$ cat src/rtl/mips_pkg.sv
// Shared constants and types for the single-cycle MIPS core.
// Opcode/function codes, next-PC select encoding, run/halt states.
package mips_pkg;

   localparam logic [5:0] OP_RTYPE = 6'h00;
   localparam logic [5:0] OP_J     = 6'h02;
   localparam logic [5:0] OP_JAL   = 6'h03;
   localparam logic [5:0] OP_BEQ   = 6'h04;
   localparam logic [5:0] OP_BNE   = 6'h05;
   localparam logic [5:0] OP_BGTZ  = 6'h07;
   localparam logic [5:0] OP_ADDI  = 6'h08;
   localparam logic [5:0] OP_ADDIU = 6'h09;
   localparam logic [5:0] OP_SLTI  = 6'h0a;
   localparam logic [5:0] OP_ANDI  = 6'h0c;
   localparam logic [5:0] OP_ORI   = 6'h0d;
   localparam logic [5:0] OP_LUI   = 6'h0f;
   localparam logic [5:0] OP_LW    = 6'h23;
   localparam logic [5:0] OP_SW    = 6'h2b;

   localparam logic [5:0] FUNC_JR      = 6'h08;
   localparam logic [5:0] FUNC_SYSCALL = 6'h0c;

   localparam logic [31:0] RESET_PC_DEF  = 32'h0000_0000;
   localparam logic [31:0] HALT_CODE_DEF = 32'd10;

   typedef enum logic [1:0] {
      NPC_SEQ = 2'd0,
      NPC_BR  = 2'd1,
      NPC_J   = 2'd2,
      NPC_JR  = 2'd3
   } npc_sel_e;

   typedef enum logic {
      ST_RUN  = 1'b0,
      ST_HALT = 1'b1
   } run_state_e;

   // Word offset of a branch, sign-extended to a byte displacement.
   function automatic logic [31:0] br_disp(input logic [15:0] imm);
      return {{14{imm[15]}}, imm, 2'b00};
   endfunction

endpackage

$ cat src/rtl/pc_fetch_if.sv
// Instruction-memory bus plus the decoder-facing field slices.
// master = fetch stage, slave = memory / decoder side.
interface pc_fetch_if;

   logic [31:0] imem_addr;
   logic [31:0] imem_data;
   logic [5:0]  op;
   logic [5:0]  func;
   logic [15:0] imm16;

   modport master (
      output imem_addr,
      output op,
      output func,
      output imm16,
      input  imem_data
   );

   modport slave (
      input  imem_addr,
      input  op,
      input  func,
      input  imm16,
      output imem_data
   );

endinterface

$ cat src/rtl/pc_fetch_go_sync.sv
// Two-flop synchronizer for the resume button plus rising-edge detect.
// rise is high for one cycle, two edges after go_async first samples high.
module go_sync (
   input  logic clk,
   input  logic rst_n,
   input  logic go_async,
   output logic rise
);

   logic s1_q, s1_d;
   logic s2_q, s2_d;
   logic prev_q, prev_d;

   // Shift the button through the sync chain and remember last value.
   always_comb begin
      s1_d   = go_async;
      s2_d   = s1_q;
      prev_d = s2_q;
   end

   // Sync and edge-history registers.
   always_ff @(posedge clk or negedge rst_n) begin
      if (!rst_n) begin
         s1_q   <= 1'b0;
         s2_q   <= 1'b0;
         prev_q <= 1'b0;
      end else begin
         s1_q   <= s1_d;
         s2_q   <= s2_d;
         prev_q <= prev_d;
      end
   end

   assign rise = s2_q & ~prev_q;

endmodule

$ cat src/rtl/pc_fetch.sv
// Fetch / next-PC stage of the single-cycle MIPS core.
// Owns the PC, run/halt FSM for SYSCALL, and the display counters.
module pc_fetch
   import mips_pkg::*;
#(
   parameter logic [31:0] RESET_PC  = RESET_PC_DEF,
   parameter logic [31:0] HALT_CODE = HALT_CODE_DEF,
   parameter int          CNT_W     = 32
) (
   input  logic             clk,
   input  logic             rst_n,
   pc_fetch_if.master       imem,
   output logic [31:0]      pc,
   output logic [31:0]      pc_plus4,
   input  logic             beq,
   input  logic             bne,
   input  logic             bgtz,
   input  logic             jmp,
   input  logic             jr,
   input  logic             syscall,
   input  logic [31:0]      rs_val,
   input  logic             alu_zero,
   input  logic [31:0]      v0_val,
   input  logic             go,
   output logic             halted,
   output logic [CNT_W-1:0] cycle_cnt,
   output logic [CNT_W-1:0] jump_cnt,
   output logic [CNT_W-1:0] br_taken_cnt
);

   localparam logic [CNT_W-1:0] CNT_ONE = {{(CNT_W-1){1'b0}}, 1'b1};

   logic [31:0]      pc_q, pc_d;
   run_state_e       state_q, state_d;
   logic [CNT_W-1:0] cyc_q, cyc_d;
   logic [CNT_W-1:0] jmp_q, jmp_d;
   logic [CNT_W-1:0] brc_q, brc_d;

   logic [31:0] seq_pc;
   logic [31:0] br_tgt;
   logic [31:0] j_tgt;
   logic [31:0] next_pc;
   npc_sel_e    npc_sel;
   logic        bgtz_ok;
   logic        take_br;
   logic        halt_req;
   logic        go_rise;
   logic        halted_w;

   go_sync u_go_sync (
      .clk      (clk),
      .rst_n    (rst_n),
      .go_async (go),
      .rise     (go_rise)
   );

   // Fetch address and zero-latency field slices for the decoder.
   assign imem.imem_addr = pc_q;
   assign imem.op        = imem.imem_data[31:26];
   assign imem.func      = imem.imem_data[5:0];
   assign imem.imm16     = imem.imem_data[15:0];

   // Candidate targets and branch resolution.
   always_comb begin
      seq_pc   = pc_q + 32'd4;
      br_tgt   = seq_pc + br_disp(imem.imem_data[15:0]);
      j_tgt    = {seq_pc[31:28], imem.imem_data[25:0], 2'b00};
      bgtz_ok  = $signed(rs_val) > $signed(32'sd0);
      take_br  = (beq & alu_zero)
               | (bne & ~alu_zero)
               | (bgtz & bgtz_ok);
      halt_req = syscall & (v0_val == HALT_CODE);
   end

   // Next-PC select: JR beats J (decoder raises both for JR).
   always_comb begin
      npc_sel = NPC_SEQ;
      if (jr)
         npc_sel = NPC_JR;
      else if (jmp)
         npc_sel = NPC_J;
      else if (take_br)
         npc_sel = NPC_BR;
   end

   // Next-PC mux.
   always_comb begin
      next_pc = seq_pc;
      unique case (npc_sel)
         NPC_JR:  next_pc = rs_val;
         NPC_J:   next_pc = j_tgt;
         NPC_BR:  next_pc = br_tgt;
         NPC_SEQ: next_pc = seq_pc;
         default: next_pc = seq_pc;
      endcase
   end

   // FSM state register.
   always_ff @(posedge clk or negedge rst_n) begin
      if (!rst_n)
         state_q <= ST_RUN;
      else
         state_q <= state_d;
   end

   // FSM next state: halting SYSCALL parks, go pulse resumes.
   always_comb begin
      state_d = state_q;
      unique case (state_q)
         ST_RUN:  if (halt_req) state_d = ST_HALT;
         ST_HALT: if (go_rise)  state_d = ST_RUN;
         default: state_d = ST_RUN;
      endcase
   end

   // FSM outputs.
   always_comb begin
      halted_w = (state_q == ST_HALT);
   end

   // PC and counter updates; everything freezes while halted.
   always_comb begin
      pc_d  = pc_q;
      cyc_d = cyc_q;
      jmp_d = jmp_q;
      brc_d = brc_q;
      if (state_q == ST_RUN) begin
         cyc_d = cyc_q + CNT_ONE;
         if (jmp)
            jmp_d = jmp_q + CNT_ONE;
         if (take_br & ~jmp)
            brc_d = brc_q + CNT_ONE;
         if (!halt_req)
            pc_d = next_pc;
      end else if (go_rise) begin
         pc_d = seq_pc;
      end
   end

   // PC and counter registers.
   always_ff @(posedge clk or negedge rst_n) begin
      if (!rst_n) begin
         pc_q  <= RESET_PC;
         cyc_q <= '0;
         jmp_q <= '0;
         brc_q <= '0;
      end else begin
         pc_q  <= pc_d;
         cyc_q <= cyc_d;
         jmp_q <= jmp_d;
         brc_q <= brc_d;
      end
   end

   assign pc           = pc_q;
   assign pc_plus4     = seq_pc;
   assign halted       = halted_w;
   assign cycle_cnt    = cyc_q;
   assign jump_cnt     = jmp_q;
   assign br_taken_cnt = brc_q;

endmodule

$ cat src/flat_wrapper.sv
// flat-port wrapper written by rule: the top's interface ports become plain ports
module pc_fetch_flat import mips_pkg::*;
#(
   parameter logic [31:0] RESET_PC  = RESET_PC_DEF,
   parameter logic [31:0] HALT_CODE = HALT_CODE_DEF,
   parameter int          CNT_W     = 32
)
  (clk, rst_n, pc, pc_plus4, beq, bne, bgtz, jmp, jr, syscall, rs_val, alu_zero, v0_val, go, halted, cycle_cnt, jump_cnt, br_taken_cnt, imem_imem_addr, imem_op, imem_func, imem_imm16, imem_imem_data);
  pc_fetch_if imem_i ();
  input  logic clk;
  input  logic rst_n;
  output logic [31:0] pc;
  output logic [31:0] pc_plus4;
  input  logic beq;
  input  logic bne;
  input  logic bgtz;
  input  logic jmp;
  input  logic jr;
  input  logic syscall;
  input  logic [31:0] rs_val;
  input  logic alu_zero;
  input  logic [31:0] v0_val;
  input  logic go;
  output logic halted;
  output logic [CNT_W-1:0] cycle_cnt;
  output logic [CNT_W-1:0] jump_cnt;
  output logic [CNT_W-1:0] br_taken_cnt;
  output wire logic [$bits(imem_i.imem_addr)-1:0] imem_imem_addr;
  output wire logic [$bits(imem_i.op)-1:0] imem_op;
  output wire logic [$bits(imem_i.func)-1:0] imem_func;
  output wire logic [$bits(imem_i.imm16)-1:0] imem_imm16;
  input wire logic [$bits(imem_i.imem_data)-1:0] imem_imem_data;
  assign imem_imem_addr = imem_i.imem_addr;
  assign imem_op = imem_i.op;
  assign imem_func = imem_i.func;
  assign imem_imm16 = imem_i.imm16;
  assign imem_i.imem_data = imem_imem_data;
  pc_fetch #(.RESET_PC(RESET_PC), .HALT_CODE(HALT_CODE), .CNT_W(CNT_W)) u_core (.clk(clk), .rst_n(rst_n), .imem(imem_i), .pc(pc), .pc_plus4(pc_plus4), .beq(beq), .bne(bne), .bgtz(bgtz), .jmp(jmp), .jr(jr), .syscall(syscall), .rs_val(rs_val), .alu_zero(alu_zero), .v0_val(v0_val), .go(go), .halted(halted), .cycle_cnt(cycle_cnt), .jump_cnt(jump_cnt), .br_taken_cnt(br_taken_cnt));
endmodule
$ cat config.mk
export PLATFORM = sky130hd
export DESIGN_NAME = pc_fetch_flat
export DESIGN_NICKNAME = d
export VERILOG_FILES = /design/src/rtl/mips_pkg.sv /design/src/rtl/pc_fetch_if.sv /design/src/rtl/pc_fetch_go_sync.sv /design/src/rtl/pc_fetch.sv /design/src/flat_wrapper.sv
export SDC_FILE = /design/constraint.sdc
export NUM_CORES = 1
export LEC_CHECK = 0
export CORE_MARGIN = 4
export CORE_UTILIZATION = 55
export DETAILED_ROUTE_END_ITERATION = 8
export DONT_BUFFER_PORTS = 1
export GPL_ROUTABILITY_DRIVEN = 0
export PLACE_DENSITY = 0.74
export SLEW_MARGIN = 15
export SYNTH_ARGS = -nofsm -noshare
export SYNTH_HDL_FRONTEND = slang
export SYNTH_HIERARCHICAL = 1
export SYNTH_SLANG_ARGS = --single-unit
$ cat constraint.sdc
create_clock -name clk -period 3.5 [get_ports clk]
set_clock_uncertainty 0.05 [all_clocks]
set_input_delay 0.35 -clock clk [delete_from_list [all_inputs] [get_ports clk]]
set_output_delay 0.35 -clock clk [all_outputs]
set_load 0.005 [all_outputs]
==> results of run 1 <==
layer usage:
layer	vias up	GRT usage	routed length [um]
met3	82	0.0897	3180
met4	0	0.113	1110
met1	4208	0.383	12000
met2	525	0.499	14800
met5	-	0	0
li1	3857	-	-
registers in the layout (all words and copies together), names as in the netlist:
register,cells
u_core/br_taken_cnt,32
u_core/cycle_cnt,32
u_core/halted,1
u_core/imem.imem_addr,32
u_core/jump_cnt,32
u_core/u_go_sync/prev_d,1
u_core/u_go_sync/prev_q,1
u_core/u_go_sync/s1_q,1
through the flow:
step | utilization | power, mW | hold WS, ns | instance area (um^2)
floorplan | - | 3.06 | 0.00441 | 9480
global placement | 0.592 | 3.49 | 0.00727 | 9880
detailed placement | 0.592 | 3.53 | 0.00745 | 9880
CTS | 0.630 | 5.36 | 0.0284 | 10500
global route | 0.653 | 5.76 | 0.0287 | 10900
finish | 0.653 | 5.48 | 0.0439 | 10900
cells by family (layout without fill, tap and decap cells):
kind of cell    after synthesis  count (layout)  synth area share
compound gates              245             245             0.174
xor+xnor                    138             138             0.132
fa+ha+maj                    38              38            0.0512
buf+inv                     120             165            0.0746
flops                       132             132             0.350
mux                           5               5           0.00571
other cells                   0               1                 0
simple gates                379             379             0.212
cells in the mapped netlist, drive strengths merged (15+ instances only):
library cell	number	area share
ha	37	0.049
o21ai	48	0.025
a21oi	57	0.030
and3	42	0.028
xnor2	102	0.097
nand2	96	0.039
clkbuf	25	0.010
nand3	56	0.030
o211ai	16	0.013
nor4	15	0.010
nor3	17	0.011
buf	75	0.057
nor2	55	0.022
inv	20	0.0080
xor2	35	0.033
dfrtp	132	0.35
nand4	35	0.025
critical path, cell delays in order (launching register included):
cell and delay (ns):
dfrtp_1 0.41, nand4_4 0.20, nor3_4 0.33, buf_6 0.18, nand3_1 0.12, xor2_2 0.17, inv_1 0.14, ha_4 0.22
a21o_1 0.21, a21oi_4 0.17, or3b_4 0.39, o211a_1 0.23, o31a_1 0.24, or3_1 0.30, a31oi_1 0.16
worst paths after layout:
check	endpoint	from	slack [ns]
setup / recovery	u_core/imem.imem_addr[30]	u_core/imem.imem_addr[7]	-0.11
hold / removal	u_core/imem.imem_addr[0]	rs_val[0]	0.04
setup reg to reg	u_core/imem.imem_addr[30]	u_core/imem.imem_addr[7]	-0.11
hold reg to reg	u_core/u_go_sync/prev_d	u_core/u_go_sync/s1_q	0.31
max in group asynchronous	u_core/imem.imem_addr[2]	rst_n	2.33
min in group asynchronous	u_core/jump_cnt[24]	rst_n	0.48
power by group through the flow:
stage,combinational [mW],clock [mW],sequential (mW)
finish,1.75,1.77,1.97
detailed placement,1.53,0,1.99
floorplan,1.11,0,1.95
global route,1.89,1.87,2.00
CTS,1.59,1.80,1.97
global placement,1.51,0,1.99
final cells by class:
| class | count | area share |
|---|---|---|
| Sequential cell | 132 | 0.303 |
| Timing Repair Buffer | 113 | 0.0805 |
| Tap cell | 220 | 0.0253 |
| Multi-Input combinational cell | 805 | 0.530 |
| Inverter | 20 | 0.00689 |
| Antenna cell | 1 | 0.000230 |
| Clock inverter | 15 | 0.0147 |
| Clock buffer | 17 | 0.0390 |
what timing repair did:
action | CTS | global route
endpoints found under the setup margin | 2 | 15
endpoints found under the hold margin | 133 | 0
hold buffers | 3 | 0
setup buffers | 0 | 9
pin swaps | 0 | 29
resized for setup | 2 | 62
==> flow_metrics.py, run 1 <==
metrics = {
    "cts": {
        "cts_sinks": 132,
        "cts_root_buf": "clkbuf_16",
        "insertion_delay_ns": 0.42,
        "clockBufferDepth": 2,
        "tritoncts.num_buffers": 17,
        "cts_tree": "yes",
        "h-tree-depth": 4,
        "path_clk_slew_ns": 0.07,
    },
    "synth": {
        "syn_area_um2": 9430,
        "synth_edf_count": 0,
        "yosysSeqAreaShare": 0.350,
        "yosys_warnings": 6,
        "ys_ff_latch": 132,
        "synth_fp_nets": 1201,
        "synth_ff_type": "dfrtp_1",
        "synthArstFlopShare": 1.00,
        "avgSynthCellArea_um2": 8.92,
        "synth_cell_types": 82,
        "synthCells": 1057,
    },
    "sta": {
        "rsz0062_at_grt": "true",
        "relSlewSlack": 0.352,
        "finalCriticalPeriod_ns": 3.61,
        "finalCritPeriodShare": 1.03,
        "finalSetupViolations": 1,
        "hold_viol": 0,
        "worst_slew_pin_slew_ns": 0.968,
        "setup_ws_ns": -0.108,
        "finalSetupTns_ns": -0.108,
        "slew_viol_final": 0,
        "fmaxAchievable_mhz": 277,
    },
    "pwr": {
        "pwr-share-seq": 0.359,
        "total_leakage_power_nw": 4.77,
        "pwr-share-clk": 0.322,
        "p_int_mw": 3.45,
        "power_switching_mw": 2.03,
        "p_comb_frac": 0.319,
        "peakVddDrop_mv": 0.351,
        "sw_frac_of_total": 0.371,
        "powerDensity_nw_per_um2": 503,
    },
    "layout": {
        "drive_above_1_share": 0.201,
        "multi_input_area_um2": 5780,
        "regArea_um2": 3310,
        "final_cells": 1323,
        "final_cell_mix": "129 x dfrtp_1, 109 x buf_4, 95 x nand2_1, 95 x xnor2_1, 53 x nor2_1",
        "fin_nets": 1233,
        "final_common_cell": "dfrtp_1",
        "syn_to_final_growth_pct": 15.6,
        "fillers": 1351,
    },
    "worst_hold_path": {
        "worstHoldPathType": "in2reg",
        "whs_path_depth": 1,
    },
    "flow_run": {
        "maxCapViolCount": 0,
    },
    "floorplan": {
        "coreArea_um2": 16700,
        "die_area_um2": 19300,
        "chipWidth_um": 139,
        "fp-row-count": 47,
        "ioPinCount": 327,
        "start_util": 0.564,
        "die_h_um": 139,
    },
    "grt": {
        "grt_use_total": 0.305,
        "grt_overflow": 0,
        "grt_pass1_wl_um": 47200,
        "antenna_found_initial": 1,
        "grt_pass1_vias": 8278,
        "grt_max_degree": 133,
    },
    "drt": {
        "drt_iter0_drc": 815,
        "dr.pass1.iters": 6,
        "wl_um": 31100,
        "wire_per_inst_um": 23.5,
        "detail-route-antenna-nets": 0,
        "drc": 0,
        "viasPerCell": 6.55,
        "vias": 8672,
    },
    "critical_path": {
        "path_class": "reg2reg",
        "cp.arrival_ns": 3.91,
        "cp-end-kind": "flip-flop",
        "crit_required_ns": 3.80,
        "crit_fanout": 4,
        "crit_path_start_kind": "flip-flop",
        "r2r_cells": 14,
    },
    "placed_design": {
        "port_buffers": 0,
        "place_inst": 1278,
        "pre_cts_ws_ns": -0.0446,
        "dp_hpwl_um": 22600,
    },
    "outcome": {
        "violations": "negative setup slack",
        "status": "finished, violations left",
    },
}
No activity file was read; power rests on OpenSTA's default activity.
==> run 2: changes to the inputs <==
SETUP_SLACK_MARGIN = 0.4   (was default)
==> run 2 against run 1 <==
The flow finishes with violations (negative hold slack, negative setup slack). Routed wire length rose by 3.4%. Sequential power about the same. Via count rose by 2.0%. Sequential share of layout area is 1.3 points lower. Fmax is 0.64% lower. Worst hold slack lost 0.48 ns.
==> flow_metrics.py, run 2 (synthesis results as in run 1) <==
metrics = {
    "pwr": {
        "powerDensity_nw_per_um2": 495,
        "sw_frac_of_total": 0.366,
        "total_leakage_power_nw": 4.89,
        "power_switching_mw": 2.06,
        "p_comb_frac": 0.337,
        "pwr-share-seq": 0.353,
        "peakVddDrop_mv": 0.348,
        "pwr-share-clk": 0.310,
        "p_int_mw": 3.57,
    },
    "critical_path": {
        "path_buf_inv": 3,
        "cp_common_cell": "nand4_1",
        "cp.arrival_ns": 3.92,
        "cp_cell_sequence": "nand4_1 > buf_4 > nor3_4 > buf_6 > and3_4 > nand4_1 > xor2_1 > inv_1 > ha_4 > a21oi_2 > or3b_4 > o211a_1 > o31a_1 > or3_1 > a31oi_1",
        "cp-end-kind": "flip-flop",
        "crit_path_start_kind": "flip-flop",
        "r2r-end": "u_core/imem.imem_addr[30]",
        "path_delay_family": "simple AND/OR/NAND/NOR gates",
        "critPathSlowestCell": "or3b_4",
        "crit_fanout": 4,
        "r2r-start": "u_core/imem.imem_addr[9]",
        "slowest_delay_ns": 0.39,
        "r2r_cells": 15,
        "rrSetupSlack_ns": -0.13,
        "path_class": "reg2reg",
        "crit_required_ns": 3.79,
    },
    "sta": {
        "fmaxAchievable_mhz": 275,
        "relSlewSlack": 0.422,
        "holdWs_ns": -0.437,
        "finalCriticalPeriod_ns": 3.63,
        "hold_viol": 132,
        "worst_slew_pin_slew_ns": 0.866,
        "finalSetupTns_ns": -0.406,
        "finalCritPeriodShare": 1.04,
        "slew_viol_final": 0,
        "setup_ws_ns": -0.131,
        "finalSetupViolations": 5,
        "rsz0062_at_grt": "true",
    },
    "cts": {
        "h-tree-depth": 4,
        "cts_tree": "yes",
        "ctsHoldBuffers": 1,
        "clockBufferDepth": 2,
        "cts_root_buf": "clkbuf_16",
        "insertion_delay_ns": 0.42,
        "cts_sinks": 132,
        "tritoncts.num_buffers": 17,
        "path_clk_slew_ns": 0.07,
    },
    "drt": {
        "detail-route-antenna-nets": 0,
        "wire_per_inst_um": 24.2,
        "dr.pass1.iters": 5,
        "viasPerCell": 6.64,
        "vias": 8849,
        "wl_um": 32200,
        "drc": 0,
        "drt_iter0_drc": 962,
    },
    "layout": {
        "diodes": 0,
        "final_core_util": 0.682,
        "syn_to_final_growth_pct": 20.8,
        "final_cells": 1333,
        "final_common_cell": "dfrtp_1",
        "drive_above_1_share": 0.251,
        "final_cell_mix": "127 x dfrtp_1, 115 x buf_4, 91 x nand2_1, 91 x xnor2_1",
        "fin_nets": 1244,
    },
    "floorplan": {
        "start_util": 0.564,
        "die_h_um": 139,
        "coreArea_um2": 16700,
        "ioPinCount": 327,
        "chipWidth_um": 139,
        "die_area_um2": 19300,
        "fp-row-count": 47,
    },
    "grt": {
        "antenna_found_initial": 0,
        "grt_use_total": 0.312,
        "grt_max_degree": 133,
        "grt_pass1_wl_um": 48200,
        "grt_pass1_vias": 8641,
        "grt_overflow": 0,
    },
    "outcome": {
        "violations": "negative hold slack, negative setup slack",
        "status": "finished, violations left",
    },
    "flow_run": {
        "maxCapViolCount": 0,
    },
    "placed_design": {
        "dp_hpwl_um": 22700,
        "port_buffers": 0,
        "pre_cts_ws_ns": -0.0995,
        "place_inst": 1267,
    },
    "worst_hold_path": {
        "worstHoldPathType": "in2async",
    },
}
-- run 2: changes by cell type in the layout (fill, tap and decap cells not counted), moves of 5 or more --
cell	change
a21oi_1	-8
a21oi_2	+5
a221oi_1	-5
a221oi_2	+5
buf_4	+6
buf_6	+6
ha_1	-8
ha_4	+7
o21ai_0	-6
-- run 2: how the worst max path moves through the flow --
stage                                    from                        end  slack (ns)  cells after the start
finish               u_core/imem.imem_addr[9]  u_core/imem.imem_addr[30]       -0.13                     15
global route        u_core/imem.imem_addr[11]  u_core/imem.imem_addr[30]       -0.35                     15
CTS                  u_core/imem.imem_addr[3]  u_core/imem.imem_addr[30]        0.05                     15
detailed placement   u_core/imem.imem_addr[3]  u_core/imem.imem_addr[30]        -0.1                     15
global placement     u_core/imem.imem_addr[3]  u_core/imem.imem_addr[30]       -0.03                     15
floorplan           u_core/imem.imem_addr[10]  u_core/imem.imem_addr[30]        0.10                     14
-- run 2: power groups by stage --
stage	Clock [mW]	Sequential [mW]	Combinational, mW
after floorplan	0	1.95	1.14
after CTS	1.77	1.99	1.62
after global routing	1.86	2.03	2.04
after detailed placement	0	2.02	1.51
final	1.75	1.99	1.90
after global placement	0	2.00	1.48
-- run 2: repair_timing --
action,CTS,global route
buffers inserted,14,19
endpoints found under the hold margin,133,132
gates resized for setup,48,76
endpoints found under the setup margin,19,24
pin swaps,24,34
-- run 2: area by class of cell --
type / count / area, um^2
Clock buffer: 18 / 439
Clock inverter: 14 / 140
Fill cell: 1262 / 5320
Inverter: 20 / 75.1
Multi-Input combinational cell: 805 / 6170
Sequential cell: 132 / 3310
Tap cell: 220 / 275
Timing Repair Buffer: 124 / 972
-- run 2: metrics by stage --
step	total power [mW]	cell area, um^2
5_1_grt	5.92	11400
4_1_cts	5.38	10800
3_3_place_gp	3.48	9920
6_report	5.64	11400
3_5_place_dp	3.53	9920
2_1_floorplan	3.09	9610
-- run 2: layer usage --
layer	share of wire	global-route usage	routed length, um	vias up
li1	-	-	-	3885
met1	0.38	0.391	12300	4310
met2	0.47	0.505	15200	533
met3	0.11	0.0969	3440	121
met4	0.041	0.123	1310	0
met5	0	0	0	-
